==> config.mk <==
export PLATFORM = sky130hd
export DESIGN_NAME = dmem_ctrl_flat
export DESIGN_NICKNAME = d
export VERILOG_FILES = /design/src/rtl/rv32i_types.sv /design/src/rtl/dmem_ctrl_if.sv /design/src/rtl/dmem_ctrl_load_align.sv /design/src/rtl/dmem_ctrl.sv /design/src/flat_wrapper.sv
export SDC_FILE = /design/constraint.sdc
export NUM_CORES = 1
export LEC_CHECK = 0
export ABC_AREA = 0
export BUFFER_PORTS_ARGS = -buffer_cell sky130_fd_sc_hd__buf_2
export CORE_MARGIN = 2
export CORE_UTILIZATION = 49
export CTS_BUF_LIST = sky130_fd_sc_hd__clkbuf_4
export CTS_CLUSTER_SIZE = 14
export DETAILED_ROUTE_END_ITERATION = 10
export GPL_TIMING_DRIVEN = 0
export PLACE_DENSITY = 0.82
export SLEW_MARGIN = 10
export SYNTH_ARGS = -nofsm -noshare
export SYNTH_HDL_FRONTEND = slang
export SYNTH_SLANG_ARGS = --single-unit
==> constraint.sdc <==
create_clock -name clk -period 2 [get_ports clk]
set_input_delay 0.1 -clock clk [delete_from_list [all_inputs] [get_ports clk]]
set_output_delay 0.1 -clock clk [all_outputs]
set_load 0.1 [all_outputs]
==> src/rtl/rv32i_types.sv <==
// Shared RV32I datapath types and load/store funct3 encodings for the data-memory path.
package rv32i_types;

  typedef logic [31:0] rv32i_word;
  typedef logic [3:0]  rv32i_mem_wmask;

  typedef enum logic [2:0] {
    lb  = 3'b000,
    lh  = 3'b001,
    lw  = 3'b010,
    lbu = 3'b100,
    lhu = 3'b101
  } load_funct3_t;

  typedef enum logic [2:0] {
    sb = 3'b000,
    sh = 3'b001,
    sw = 3'b010
  } store_funct3_t;

  // Byte enables for an aligned access; funct3[1:0] carries the size for loads and stores alike.
  function automatic rv32i_mem_wmask gen_wmask(input logic [2:0] funct3, input logic [1:0] offset);
    rv32i_mem_wmask mask;
    case (funct3[1:0])
      2'b00:   mask = 4'b0001 << offset;
      2'b01:   mask = offset[1] ? 4'b1100 : 4'b0011;
      default: mask = 4'b1111;
    endcase
    return mask;
  endfunction

endpackage

==> src/rtl/dmem_ctrl_if.sv <==
// Data-memory request/response bus between the controller and the memory.
interface dmem_ctrl_if;

  rv32i_types::rv32i_word      dmem_address;
  logic                        dmem_read;
  logic                        dmem_write;
  rv32i_types::rv32i_mem_wmask dmem_wmask;
  rv32i_types::rv32i_word      dmem_wdata;
  rv32i_types::rv32i_word      dmem_rdata;
  logic                        dmem_resp;

  modport ctrl (
    output dmem_address, dmem_read, dmem_write, dmem_wmask, dmem_wdata,
    input  dmem_rdata, dmem_resp
  );

  modport mem (
    input  dmem_address, dmem_read, dmem_write, dmem_wmask, dmem_wdata,
    output dmem_rdata, dmem_resp
  );

endinterface

==> src/rtl/dmem_ctrl_load_align.sv <==
// Selects the addressed byte/halfword from a memory word and sign- or zero-extends it.
module load_align
  import rv32i_types::*;
(
  input  rv32i_word  rdata,
  input  logic [1:0] offset,
  input  logic [2:0] funct3,
  output rv32i_word  data
);

  logic [7:0]  w_byte;
  logic [15:0] w_half;

  always_comb begin
    case (offset)
      2'd0:    w_byte = rdata[7:0];
      2'd1:    w_byte = rdata[15:8];
      2'd2:    w_byte = rdata[23:16];
      default: w_byte = rdata[31:24];
    endcase
    w_half = offset[1] ? rdata[31:16] : rdata[15:0];
  end

  always_comb begin
    case (funct3)
      lb:      data = {{24{w_byte[7]}}, w_byte};
      lbu:     data = {24'h0, w_byte};
      lh:      data = {{16{w_half[15]}}, w_half};
      lhu:     data = {16'h0, w_half};
      default: data = rdata;
    endcase
  end

endmodule

==> src/rtl/dmem_ctrl.sv <==
// MEM-stage data-memory controller: validates, issues and completes one load/store at a time.
module dmem_ctrl
  import rv32i_types::*;
(
  input  logic             clk,
  input  logic             rst,
  input  logic             req_valid,
  input  logic             req_read,
  input  logic             req_write,
  input  rv32i_word        req_addr,
  input  logic [2:0]       req_funct3,
  input  rv32i_word        req_wdata,
  output logic             stall,
  output rv32i_word        load_data,
  output logic             load_valid,
  output logic             misaligned,
  dmem_ctrl_if.ctrl        mem
);

  typedef enum logic [1:0] {IDLE, BUSY, DONE} state_t;

  state_t         r_state;
  rv32i_word      r_dmem_address;
  logic           r_dmem_read;
  logic           r_dmem_write;
  rv32i_mem_wmask r_dmem_wmask;
  rv32i_word      r_dmem_wdata;
  rv32i_word      r_load_data;
  logic           r_load_valid;
  logic [2:0]     r_funct3;
  logic [1:0]     r_offset;

  logic      w_mem_op;
  logic      w_f3_ok;
  logic      w_align_ok;
  logic      w_legal;
  logic      w_idle;
  rv32i_word w_aligned;

  always_comb begin
    w_mem_op = req_read | req_write;
    // Unsigned variants exist only for loads; a read+write request counts as a store.
    case (req_funct3)
      lb, lh, lw: w_f3_ok = 1'b1;
      lbu, lhu:   w_f3_ok = ~req_write;
      default:    w_f3_ok = 1'b0;
    endcase
    case (req_funct3[1:0])
      2'b00:   w_align_ok = 1'b1;
      2'b01:   w_align_ok = ~req_addr[0];
      2'b10:   w_align_ok = (req_addr[1:0] == 2'b00);
      default: w_align_ok = 1'b0;
    endcase
    w_idle  = (r_state == IDLE);
    w_legal = req_valid & w_mem_op & w_f3_ok & w_align_ok;
  end

  load_align u_load_align (
    .rdata  (mem.dmem_rdata),
    .offset (r_offset),
    .funct3 (r_funct3),
    .data   (w_aligned)
  );

  always_ff @(posedge clk) begin
    if (rst) begin
      r_state        <= IDLE;
      r_dmem_address <= '0;
      r_dmem_read    <= 1'b0;
      r_dmem_write   <= 1'b0;
      r_dmem_wmask   <= '0;
      r_dmem_wdata   <= '0;
      r_load_data    <= '0;
      r_load_valid   <= 1'b0;
      r_funct3       <= '0;
      r_offset       <= '0;
    end else begin
      case (r_state)
        IDLE: begin
          r_load_valid <= 1'b0;
          if (w_legal) begin
            r_dmem_address <= {req_addr[31:2], 2'b00};
            r_dmem_wmask   <= gen_wmask(req_funct3, req_addr[1:0]);
            r_dmem_wdata   <= req_wdata << {req_addr[1:0], 3'b000};
            r_dmem_read    <= ~req_write;
            r_dmem_write   <= req_write;
            r_funct3       <= req_funct3;
            r_offset       <= req_addr[1:0];
            r_state        <= BUSY;
          end
        end
        BUSY: begin
          if (mem.dmem_resp) begin
            r_dmem_read  <= 1'b0;
            r_dmem_write <= 1'b0;
            if (r_dmem_read) begin
              r_load_data  <= w_aligned;
              r_load_valid <= 1'b1;
            end
            r_state <= DONE;
          end
        end
        DONE: begin
          r_load_valid <= 1'b0;
          r_state      <= IDLE;
        end
        default: r_state <= IDLE;
      endcase
    end
  end

  // A reset landing mid-transaction must not keep the pipeline held.
  assign stall      = (w_idle & w_legal) | ((r_state == BUSY) & ~rst);
  assign misaligned = w_idle & req_valid & w_mem_op & ~w_legal;
  assign load_data  = r_load_data;
  assign load_valid = r_load_valid;

  assign mem.dmem_address = r_dmem_address;
  assign mem.dmem_read    = r_dmem_read;
  assign mem.dmem_write   = r_dmem_write;
  assign mem.dmem_wmask   = r_dmem_wmask;
  assign mem.dmem_wdata   = r_dmem_wdata;

endmodule

==> src/flat_wrapper.sv <==
// flat-port wrapper written by rule: the top's interface ports become plain ports
module dmem_ctrl_flat import rv32i_types::*;
  (clk, rst, req_valid, req_read, req_write, req_addr, req_funct3, req_wdata, stall, load_data, load_valid, misaligned, mem_dmem_address, mem_dmem_read, mem_dmem_write, mem_dmem_wmask, mem_dmem_wdata, mem_dmem_rdata, mem_dmem_resp);
  dmem_ctrl_if mem_i ();
  input  logic clk;
  input  logic rst;
  input  logic req_valid;
  input  logic req_read;
  input  logic req_write;
  input  rv32i_word req_addr;
  input  logic [2:0] req_funct3;
  input  rv32i_word req_wdata;
  output logic stall;
  output rv32i_word load_data;
  output logic load_valid;
  output logic misaligned;
  output wire logic [$bits(mem_i.dmem_address)-1:0] mem_dmem_address;
  output wire logic [$bits(mem_i.dmem_read)-1:0] mem_dmem_read;
  output wire logic [$bits(mem_i.dmem_write)-1:0] mem_dmem_write;
  output wire logic [$bits(mem_i.dmem_wmask)-1:0] mem_dmem_wmask;
  output wire logic [$bits(mem_i.dmem_wdata)-1:0] mem_dmem_wdata;
  input wire logic [$bits(mem_i.dmem_rdata)-1:0] mem_dmem_rdata;
  input wire logic [$bits(mem_i.dmem_resp)-1:0] mem_dmem_resp;
  assign mem_dmem_address = mem_i.dmem_address;
  assign mem_dmem_read = mem_i.dmem_read;
  assign mem_dmem_write = mem_i.dmem_write;
  assign mem_dmem_wmask = mem_i.dmem_wmask;
  assign mem_dmem_wdata = mem_i.dmem_wdata;
  assign mem_i.dmem_rdata = mem_dmem_rdata;
  assign mem_i.dmem_resp = mem_dmem_resp;
  dmem_ctrl u_core (.clk(clk), .rst(rst), .req_valid(req_valid), .req_read(req_read), .req_write(req_write), .req_addr(req_addr), .req_funct3(req_funct3), .req_wdata(req_wdata), .stall(stall), .load_data(load_data), .load_valid(load_valid), .misaligned(misaligned), .mem(mem_i));
endmodule
==> impl_metrics.toml <==
[run_status]
status = "finished, final reports clean"

[clock_network]
cts.path.max_buffers = 2
htree_levels = 3
clk_pin_slew_worst_paths_ps = 170
clock_latency_ps = 450
cts.sinks = 108
numCtsBuffers = 9
clock-root-buffer = "clkbuf_4"
cts_tree = "built"

[critical_path]
crit_path_end_kind = "primary output"
path_cells = "dlygate4sd3_1 -> buf_2 -> a221oi_4 -> o2111ai_4 -> buf_8 -> o21ai_2 -> buf_12"
worstPathArrival_ps = 1840
slowest_delay_ps = 530
r2r_start = "u_core.r_offset[1]"
reg2regPathDepth = 4
critPathMaxFanout = 19
critical_path_class = "in -> out"
rrSetupSlack_ps = 80
critPathLaunch = "req_funct3[1]"
rr_endpoint = "u_core.load_data[14]"
cp-endpoint = "stall"
start_kind = "input port"
cp_slowest_cell = "dlygate4sd3_1"
required_ps = 1900
path_delay_family = "buffers and inverters"
critical_path_buf_inv_count = 4
worst-path-stages = 7

[pwr]
peakVddDrop_mv = 0.326
powerDensity_nw_per_um2 = 646
leakagePower_nw = 2.99
p_total_mw = 4.42

[cells_and_area]
syn2layout_area_growth_pct = 41.0
final_nets = 961
fill_cells = 759
antenna_cells = 0
multi_input_area_um2 = 2440
final_cell_mix = "buf_2 (213), nand2_1 (136), dfxtp_1 (107), dlygate4sd3_1 (63), a21oi_1 (57)"
seqCellArea_um2 = 2160
final_layout_size_suffix_gt1_share_pct = 32.4
layout_commonest_cell = "buf_2"

[timing]
rsz0062_at_grt = "false"
finalSetupViolations = 0
tightest_slew_ps = 807
min_period_over_period_pct = 96.9
period_minus_slack_ps = 1940
holdWs_ps = 19.4
clock.fmax_mhz = 516
hold_violations = 0
slew_viol_final = 0
finClkSkew_ps = 17.1
slew_headroom_pct = 45.8

[job]
drv_cap = 0

[detailed_routing]
wl_per_cell_um = 16.4
firstDrtPassIters = 5
drc = 0
vias_per_cell = 5.44
vias = 5407
drt_iter0_drc = 352
drtAntennaViolNets = 0
drt-total-wl_um = 16300

[die]
die_width_um = 103
core_area_um2 = 9680
die_area_um2 = 10700
io_pins = 210
rows = 36
fp.dieH_um = 103
initial_core_util_pct = 50.1

[grt]
antenna_found_initial = 0
overflow = 0
grt_pass1_vias = 5094
grt_max_degree = 20
grt_pass1_wl_um = 24300
grt_usage_pct = 29.3

[yosys]
ys_seq_area_share_pct = 44.6
ys_warn_count = 0
synth_cell_type_count = 48
ys_seq_elements = 108
synth_edf_count = 0
synth_cells = 575
synth_ff_type = "dfxtp_1"
async_reset_ff_share_pct = 0
synthesis.area_um2 = 4850
syn-mean-instance-area_um2 = 8.43

[placement]
io_buffers = 205
dp_hpwl_um = 11700
place_congestion = 0.965

[min_path]
min-delay-path-class = "in -> reg"
[area by class of cell]
type,instances,area share (%)
Clock inverter,7,0.714
Clock buffer,9,0.989
Tap cell,133,2.44
Timing Repair Buffer,270,24.7
Multi-Input combinational cell,411,35.8
Buffer,51,3.46
Inverter,5,0.275
Sequential cell,108,31.7
[routing by layer]
layer	vias up	routed length [um]	GRT usage, %	part of all wire (%)
met5	-	0	0	0
met4	0	378	12.2	2.3
met3	31	1460	5.85	8.9
met2	293	7850	49.2	48
met1	2511	6610	36.7	41
li1	2572	-	-	-
[worst register-to-register path, delay by kind of cell (launching register included)]
family | cells | cell delay [ps]
muxes | 1 | 560
DFF | 1 | 340
buffers and inverters | 1 | 200
AOI/OAI and AO/OA | 2 | 690
[synthesized netlist by cell type (2+ instances only)]
cell      number  area [um^2]
clkbuf_1      34          128
a221oi_1      15          131
a311oi_1       2         17.5
nand3_1       11         55.1
nand2b_1       4         25.0
nand2_1      136          510
buf_2          9         45.0
nor3b_1        3         22.5
dfxtp_1      108         2160
a211oi_1      19          143
mux2_2        30          338
a21oi_1       57          285
nor2_1        37          139
nand3b_1      14          105
buf_1          2         7.51
or3_1          8         50.1
o211ai_1       8         60.1
o21ai_0       12         60.1
buf_4          6         45.0
nor3_1        10         50.1
mux2i_1       15          150
inv_1          5         18.8
o31ai_1        5         37.5
[worst min-delay path by stage]
| stage | end | startpoint | depth (start not counted) | slack (ps) |
|---|---|---|---|---|
| after global routing | u_core.load_data[11] | mem_dmem_rdata[11] | 3 | 30 |
| after floorplan | u_core.mem.dmem_wdata[0] | req_wdata[0] | 2 | 220 |
| after CTS | u_core.load_data[8] | mem_dmem_rdata[8] | 3 | 0.5 |
| final | u_core.load_data[9] | mem_dmem_rdata[9] | 3 | 20 |
| after detailed placement | u_core.mem.dmem_address[12] | req_addr[12] | 3 | 340 |
| after global placement | u_core.mem.dmem_address[16] | req_addr[16] | 3 | 340 |
[registers in the layout, summed over array words and instances, names as in the netlist]
signal                   cells
u_core.mem.dmem_read         1
u_core.r_state               2
u_core.mem.dmem_wdata       32
u_core.load_data            32
u_core.load_valid            1
u_core.r_funct3              3
u_core.r_offset              2
u_core.mem.dmem_address     30
u_core.mem.dmem_write        1
u_core.mem.dmem_wmask        4
[cells by family (layout without fill, tap and decap cells)]
family	count (synthesis)	in the layout	synth area share [%]
AO/OA/AOI/OAI	133	133	18.6
buffers and inverters	57	342	5.27
flip-flops	108	108	44.6
multiplexers	46	46	10.5
other	1	2	0.0774
AND/OR/NAND/NOR	230	230	21.0
[report_power, final]
part / leakage, nW / switching (mW) / internal [mW]
Clock: 0.0685 / 0.747 / 0.265
Sequential: 0.875 / 0.0374 / 2.21
Combinational: 2.04 / 0.797 / 0.356
Total: 2.99 / 1.58 / 2.84
[repair_timing]
item                                    in CTS  in global routing
buffers inserted                             0                  2
pin swaps                                    0                  1
endpoints found under the setup margin       1                  3
hold buffers                                63                  0
endpoints found under the hold margin       71                  0
gates resized for setup                      3                  4
[per-stage QoR]
step	area, um^2	std cells	worst slack, ps	setup TNS [ps]	utilization (%)
2_1_floorplan	4860	576	183	0	-
3_3_place_gp	6050	914	-75.4	-75.4	62.5
3_5_place_dp	6050	914	-140	-140	62.5
4_1_cts	6800	992	18.9	0	70.2
5_1_grt	6830	994	3.60	0	70.6
6_report	6830	994	61.8	0	70.6
Power figures use the tool's default switching activity.
